[config.mk]
export PLATFORM = sky130hd
export DESIGN_NAME = carry_lookahead_adder
export DESIGN_NICKNAME = d
export VERILOG_FILES = /design/src/rtl/carry_lookahead_adder_pkg.sv /design/src/rtl/carry_lookahead_adder_cla4_block.sv /design/src/rtl/carry_lookahead_adder.sv
export SDC_FILE = /design/constraint.sdc
export NUM_CORES = 1
export LEC_CHECK = 0
export CORE_MARGIN = 2
export CORE_UTILIZATION = 38
export CTS_BUF_LIST = sky130_fd_sc_hd__clkbuf_8
export DETAILED_ROUTE_END_ITERATION = 10
export PLACE_DENSITY = 0.75
export RECOVER_POWER = 25
export SLEW_MARGIN = 20
export SYNTH_ARGS = -nofsm -noshare
export SYNTH_HDL_FRONTEND = slang
export SYNTH_SLANG_ARGS = --single-unit
[constraint.sdc]
create_clock -name clk -period 0.8 [get_ports clk]
set_input_delay 0.12 -clock clk [delete_from_list [all_inputs] [get_ports clk]]
set_output_delay 0.12 -clock clk [all_outputs]
set_load 0.05 [all_outputs]
[src/rtl/carry_lookahead_adder_pkg.sv]
// Shared constants and the parameter-legality check for the carry-lookahead adder.
package carry_lookahead_adder_pkg;

  localparam int GROUP_W        = 4;
  localparam int GROUPS_PER_RUN = 4;
  localparam int N_MIN          = 4;
  localparam int N_MAX          = 64;

  function automatic bit n_is_legal(input int n);
    return (n >= N_MIN) && (n <= N_MAX) && ((n % GROUP_W) == 0);
  endfunction

endpackage

[src/rtl/carry_lookahead_adder_cla4_block.sv]
// 4-bit carry-lookahead group: fully expanded internal carries plus group generate/propagate.
module cla4_block
  import carry_lookahead_adder_pkg::*;
(
  input  logic [GROUP_W-1:0] a,
  input  logic [GROUP_W-1:0] b,
  input  logic               cin,
  output logic [GROUP_W-1:0] sum,
  output logic               gg,
  output logic               gp
);

  logic [GROUP_W-1:0] g;
  logic [GROUP_W-1:0] p;
  logic [GROUP_W-1:0] c;

  assign g = a & b;
  assign p = a ^ b;

  // Every carry is a two-level sum of products of g, p and cin only.
  assign c[0] = cin;
  assign c[1] = g[0] | (p[0] & cin);
  assign c[2] = g[1] | (p[1] & g[0]) | (p[1] & p[0] & cin);
  assign c[3] = g[2] | (p[2] & g[1]) | (p[2] & p[1] & g[0])
              | (p[2] & p[1] & p[0] & cin);

  assign gg = g[3] | (p[3] & g[2]) | (p[3] & p[2] & g[1])
            | (p[3] & p[2] & p[1] & g[0]);
  assign gp = &p;

  assign sum = p ^ c;

endmodule

[src/rtl/carry_lookahead_adder.sv]
// Registered N-bit adder: cla4 groups, flattened group-carry lookahead per run of four groups.
module carry_lookahead_adder
  import carry_lookahead_adder_pkg::*;
#(
  parameter int N = 16
) (
  input  logic         clk,
  input  logic         rst_n,
  input  logic [N-1:0] a,
  input  logic [N-1:0] b,
  input  logic         cin,
  output logic [N-1:0] sum,
  output logic         cout
);

  localparam int NG = N / GROUP_W;
  localparam int NR = (NG + GROUPS_PER_RUN - 1) / GROUPS_PER_RUN;

  if (!n_is_legal(N)) begin : g_illegal_n
    $error("carry_lookahead_adder: N must be a multiple of 4 in 4..64");
  end

  logic [NG-1:0] gg;
  logic [NG-1:0] gp;
  logic [NG:0]   gc;
  logic [N-1:0]  sum_c;

  for (genvar k = 0; k < NG; k++) begin : g_group
    cla4_block u_cla4 (
      .a   (a[k*GROUP_W +: GROUP_W]),
      .b   (b[k*GROUP_W +: GROUP_W]),
      .cin (gc[k]),
      .sum (sum_c[k*GROUP_W +: GROUP_W]),
      .gg  (gg[k]),
      .gp  (gp[k])
    );
  end

  // Within a run, each group carry is an independent sum of products of GG/GP and the
  // run's carry-in; only the run carry-ins chain from one run to the next.
  always_comb begin
    logic acc;
    logic prod;
    gc    = '0;
    acc   = 1'b0;
    prod  = 1'b0;
    gc[0] = cin;
    for (int r = 0; r < NR; r++) begin
      for (int j = 0; j < GROUPS_PER_RUN; j++) begin
        if (r*GROUPS_PER_RUN + j < NG) begin
          prod = gc[r*GROUPS_PER_RUN];
          for (int l = 0; l <= j; l++) begin
            prod = prod & gp[r*GROUPS_PER_RUN + l];
          end
          acc = prod;
          for (int m = 0; m <= j; m++) begin
            prod = gg[r*GROUPS_PER_RUN + m];
            for (int l = m + 1; l <= j; l++) begin
              prod = prod & gp[r*GROUPS_PER_RUN + l];
            end
            acc = acc | prod;
          end
          gc[r*GROUPS_PER_RUN + j + 1] = acc;
        end
      end
    end
  end

  always_ff @(posedge clk or negedge rst_n) begin
    if (!rst_n) begin
      sum  <= '0;
      cout <= 1'b0;
    end else begin
      sum  <= sum_c;
      cout <= gc[NG];
    end
  end

endmodule

=== Yosys cells after proc, flatten, opt, wreduce, memory -nomap -nowiden ===
Cells that the tools add are included.

* Bitwise gates (word level): 124
* Reductions and logical operators: 4

{| class="wikitable"
|+ Operators by type and width
! kind !! count
|-
| AND 1 bit || 66
|-
| OR 1 bit || 46
|-
| XOR 4 bit || 8
|-
| AND 4 bit || 4
|-
| AND reduction 4 bit || 4
|}

* Register bits after elaboration: 17
* Bits of input ports: 35
* Output and inout bits: 17
* Word-level logic and storage cells: 130

=== Depth between registers and ports, before layout ===
* Word-level depth: 13
* Depth in mapped cells: 7

=== Cells and area by module ===
A second synthesis with hierarchy kept.

* Cell total of the unflattened synthesis: 110
* Area total of the unflattened synthesis: 1194.9 µm²

{| class="wikitable"
|+ By module, submodules not included
! module !! instances !! cells an instance !! area an instance (µm²) !! seq. area each (µm²)
|-
| cla4_block || 4 || 22 || 182.7 || 0.0
|-
| carry_lookahead_adder || 1 || 22 || 464.2 || 425.4
|}

=== Least setup slack after synthesis ===
Ideal clock, no wire load.

* Kind: input port to flip-flop
* Start: input a[2]
* End: register sum[9]
* Library setup time: 0.127 ns
* Arrival: 1.745 ns
* Data required time: 0.673 ns
* Setup slack: -1.072 ns
* Cell stages on the path: 7
* Path buffers: 0
* Path through: ha_1 -> a21oi_1 -> o22ai_1 -> or2_2 -> a31o_2 -> fa_1 -> xor2_1

* Cells in the longest elaborated chain, start to end: 11
* Elaborated cells on any way between the ends: 19
* Classes of those cells: bitwise (18); reduce/logical (1)

{| class="wikitable"
|+ RTL lines
! item !! RTL line !! text
|-
| start: declaration || carry_lookahead_adder.sv:9 || <nowiki>input logic [N-1:0] a,</nowiki>
|-
| AND 4 bit / XOR 4 bit (equally long branches) || carry_lookahead_adder_cla4_block.sv:17, carry_lookahead_adder_cla4_block.sv:18 ||
|-
| AND 1 bit, on equally long branches || carry_lookahead_adder_cla4_block.sv:27, carry_lookahead_adder_cla4_block.sv:28 ||
|-
| OR 1 bit (tied with other cells) || carry_lookahead_adder_cla4_block.sv:27 || <nowiki>assign gg = g[3] | (p[3] & g[2]) | (p[3] & p[2] & g[1])</nowiki>
|-
| OR 1 bit / AND 1 bit (equally long branches) || carry_lookahead_adder_cla4_block.sv:27, carry_lookahead_adder_cla4_block.sv:28 ||
|-
| OR 1 bit || carry_lookahead_adder_cla4_block.sv:28 || <nowiki>| (p[3] & p[2] & p[1] & g[0]);</nowiki>
|-
| AND 1 bit || carry_lookahead_adder.sv:59 || <nowiki>prod = prod & gp[r*GROUPS_PER_RUN + l];</nowiki>
|-
| OR 1 bit (*) (2 in series) || carry_lookahead_adder.sv:61 || <nowiki>acc = acc | prod;</nowiki>
|-
| AND 1 bit (*) || carry_lookahead_adder_cla4_block.sv:22 || <nowiki>assign c[1] = g[0] | (p[0] & cin);</nowiki>
|-
| OR 1 bit (*) || carry_lookahead_adder_cla4_block.sv:22 ||
|-
| XOR 4 bit (*) || carry_lookahead_adder_cla4_block.sv:31 || <nowiki>assign sum = p ^ c;</nowiki>
|-
| named net g_group[2].u_cla4.sum[1] || carry_lookahead_adder_cla4_block.sv:8 || <nowiki>output logic [GROUP_W-1:0] sum,</nowiki>
|-
| end signal: assignment || carry_lookahead_adder.sv:74 || <nowiki>sum <= sum_c;</nowiki>
|-
| end: declaration || carry_lookahead_adder.sv:12 || <nowiki>output logic [N-1:0] sum,</nowiki>
|}

Mark *: on every way through the listed nets, which the timed path passes. The rest lies on a longest branch.

=== Worst setup path in the final report ===
* Start: input a[12]
* End: register sum[15]

* Cells in the longest elaborated chain, start to end: 5
* Elaborated cells on any way between the ends: 8
* Classes of those cells: bitwise (8)

{| class="wikitable"
|+ RTL lines
! item !! RTL line !! text
|-
| AND 4 bit / XOR 4 bit (equally long branches) || carry_lookahead_adder_cla4_block.sv:17, carry_lookahead_adder_cla4_block.sv:18 ||
|-
| AND 1 bit, on equally long branches || carry_lookahead_adder_cla4_block.sv:24, carry_lookahead_adder_cla4_block.sv:25 ||
|-
| OR 1 bit / AND 1 bit (equally long branches) || carry_lookahead_adder_cla4_block.sv:24, carry_lookahead_adder_cla4_block.sv:25 ||
|-
| OR 1 bit (*) || carry_lookahead_adder_cla4_block.sv:25 || <nowiki>| (p[2] & p[1] & p[0] & cin);</nowiki>
|-
| XOR 4 bit (*) || carry_lookahead_adder_cla4_block.sv:31 ||
|-
| named net g_group[3].u_cla4.sum[3] || carry_lookahead_adder_cla4_block.sv:8 ||
|}

Marks and branches as above.

==> metrics.txt <==
antenna diode count 0; share of layout cells above drive strength 1 a little over two thirds; via count 1360; CTS Buf Count 3; Slew Viols, Final 0; mux contribution to synthesized area less than 1%; cell family with most CP delay compound AO/OA/AOI/OAI gates; EDFF count, synth 0; Post-DRT Antenna Nets 0; synthesized flop and latch total 17; CTS tree yes; post-synthesis simple-gate area fraction about a tenth; drt first pass iters 10; initial antenna violation count 0; net switching power 2.094 mW; total power per unit cell area 1909 nW/um2; sequential area share after synthesis a little under two fifths; async set-reset flop share out of synthesis 100.0%; Synth Flop Type dfrtp_1; Placed Area 2228 um2; Post-Layout Inst Area about 2600 um2; transition time of the tightest slew-check pin 0.5168 ns; Setup TNS -12.82 ns; H-tree depth 1; Core Footprint between 2000 and 3000 um2; synthesis-to-finish area growth 132.1%; top cells by count, synth 17 x dfrtp_1, 16 x ha_1, 8 x a21oi_1; CTS Sinks 17; Max Clk Rate between 600 and 700 MHz; compound-gate portion of the synthesized area approximately 16%; top cell type's share of synthesized area 37.36%; CP max-delay cell clkdlybuf4s50_1; Vias/cell 5.787; status complete, but fails checks; violated checks DRC, setup timing; Final period util 201.7%; Buf+Inv Stages, Crit Path 1; Ports 52; root buffer cell clkbuf_8; XOR/XNOR share of the synthesized area between 8 and 9%; Filler cells a little over 70; Cell Count, Final, Fillers Out 235; Final Wtd Congestion ~0.9; post-synthesis adder-cell area fraction between 20% and 30%; Ys Warns 0; hold slack 0.3134 ns; placed cell count 215; main combinational cell family by area after synthesis adder cells; Synth area leaders dfrtp_1 37%, ha_1 18%, fa_1 7.0%; Largest stage delay, worst path 0.45 ns; drt total wl a little over 6000 um; CP required just over 0.9 ns; Die Width a little under 60 um; initial core utilization between 40% and 50%; count leader, synth dfrtp_1; first-pass GRT wire length about 7500 um; Setup WS pre-CTS -1.469 ns; total power roughly 5 mW; final-stage net count 260; Congestion Overflow GR 0; GRT Total Usage 30.28%; crit path kind in -> reg; crit-path cells clkdlybuf4s50_1, ha_1, o21a_1, nor2_4, nor3b_1, o21ai_1, o2111ai_1; combinational power share between 60% and 70%; slack of the critical path -0.8133 ns; Max-Cap Viols 0; Mapped Cells a little over 100; Die Ht between 50 and 60 um; crit-path max FO 2; leakage ~1.2 nW; hold crit path type in -> reg; Detailed Place HPWL approximately 2700 um; final setup fails 32; leading area contributor after synthesis dfrtp_1; fraction of power consumed by sequential logic between 20% and 30%; RSZ-0062 raised after global routing true; crit end category flip-flop; syn avg cell area approximately 11 um2; Fin. Hold Viols 0; VDD IR max ~1200 uV; Syn Nets between 150 and 200; Mapped Area 1139 um2; remaining routing DRC violations 2; Port Buf Inserts a little over 50; fin crit period around 1.6 ns; Clk pwr share 14.3%; clk buf depth 2; Site Rows 19; number of unique standard cell types used by synthesis 32; Startpoint Class input pin; die footprint between 3000 and 4000 um2; initial DRC count just over 80; vias in the first global route ~1400; Arr. time, crit path between 1.5 and 2 ns; Clk pin slew, worst setup/hold paths approximately 0.070 ns; Slew HR about 66%; P_int 2.950 mW; Finished Core Util 94.20%; WL/cell about 26 um; largest net degree at the start of global routing 18; Sw Share between 40% and 50%
[repair_timing]
item	CTS	global route
hold buffers	0	0
buffers inserted	10	6
setup endpoints to repair	34	33
pin swaps	37	20
resized for setup	130	34
endpoints found under the hold margin	0	0
[per-layer routing]
| layer | track usage (%) | vias to the layer above | part of all wire [%] | wire length, um |
|---|---|---|---|---|
| met1 | 32.07 | 665 | 34 | 2091 |
| met2 | 58.10 | 93 | 53 | 3221 |
| met5 | 0 | - | 0 | 0 |
| li1 | - | 569 | - | - |
| met4 | 14.29 | 0 | 6.3 | 384 |
| met3 | 3.956 | 33 | 7.0 | 427 |
[layout make-up]
cell class	instances	area [um2]	area share, %
Multi-Input combinational cell	79	1105	41.81
Timing Repair Buffer	97	994.7	37.64
Sequential cell	17	425.4	16.10
Clock buffer	3	41.29	1.563
Tap cell	31	38.79	1.468
Inverter	7	33.78	1.278
Clock inverter	1	3.754	0.1420
[cells in the final DEF (no fill, tap or decap), types with 2 or more instances in the layout]
cell type	netlist	final
nand3b_1	2	2
o21ai_2	0	2
buf_4	0	36
ha_4	0	12
or2_4	0	2
buf_6	0	14
a21oi_1	8	2
nor3_1	2	2
clkbuf_8	0	3
dfrtp_1	17	17
a21oi_4	0	4
ha_1	16	4
fa_2	0	4
buf_2	0	9
a31oi_4	0	2
xor2_1	6	6
nand2_4	0	4
a21oi_2	1	3
clkdlybuf4s50_1	0	8
nor2_4	0	3
buf_12	0	17
clkbuf_2	0	8
xnor2_1	5	4
buf_8	0	2
inv_1	7	6
[flip-flops by register name, indices dropped and copies added, names as in the netlist]
name,flops
cout,1
sum,16
[path summary, 6_finish.rpt]
kind	from	endpoint	slack (ns)	cells past startpoint
setup / recovery	a[12]	sum[15]	-0.81	7
hold / removal	a[7]	sum[7]	0.31	4
max in group asynchronous	rst_n	sum[9]	0.15	2
min in group asynchronous	rst_n	cout	0.35	2
[power groups by stage]
| stage | Combinational (mW) | Clock [mW] | Sequential (mW) |
|---|---|---|---|
| 2_1_floorplan | 0.531 | 0 | 1.76 |
| 3_3_place_gp | 2.42 | 0 | 1.21 |
| 3_5_place_dp | 2.49 | 0 | 1.22 |
| 4_1_cts | 2.76 | 0.636 | 1.20 |
| 5_1_grt | 3.19 | 0.719 | 1.23 |
| 6_report | 3.10 | 0.721 | 1.22 |
[logic make-up after synthesis]
kind of cell | Yosys count
adders and majority gates | 20
AOI/OAI and AO/OA | 26
buffers and inverters | 7
xor gates and xnor gates | 11
and+or+nand+nor | 21
DFF | 17
muxes | 1
Power figures use the tool's default switching activity.
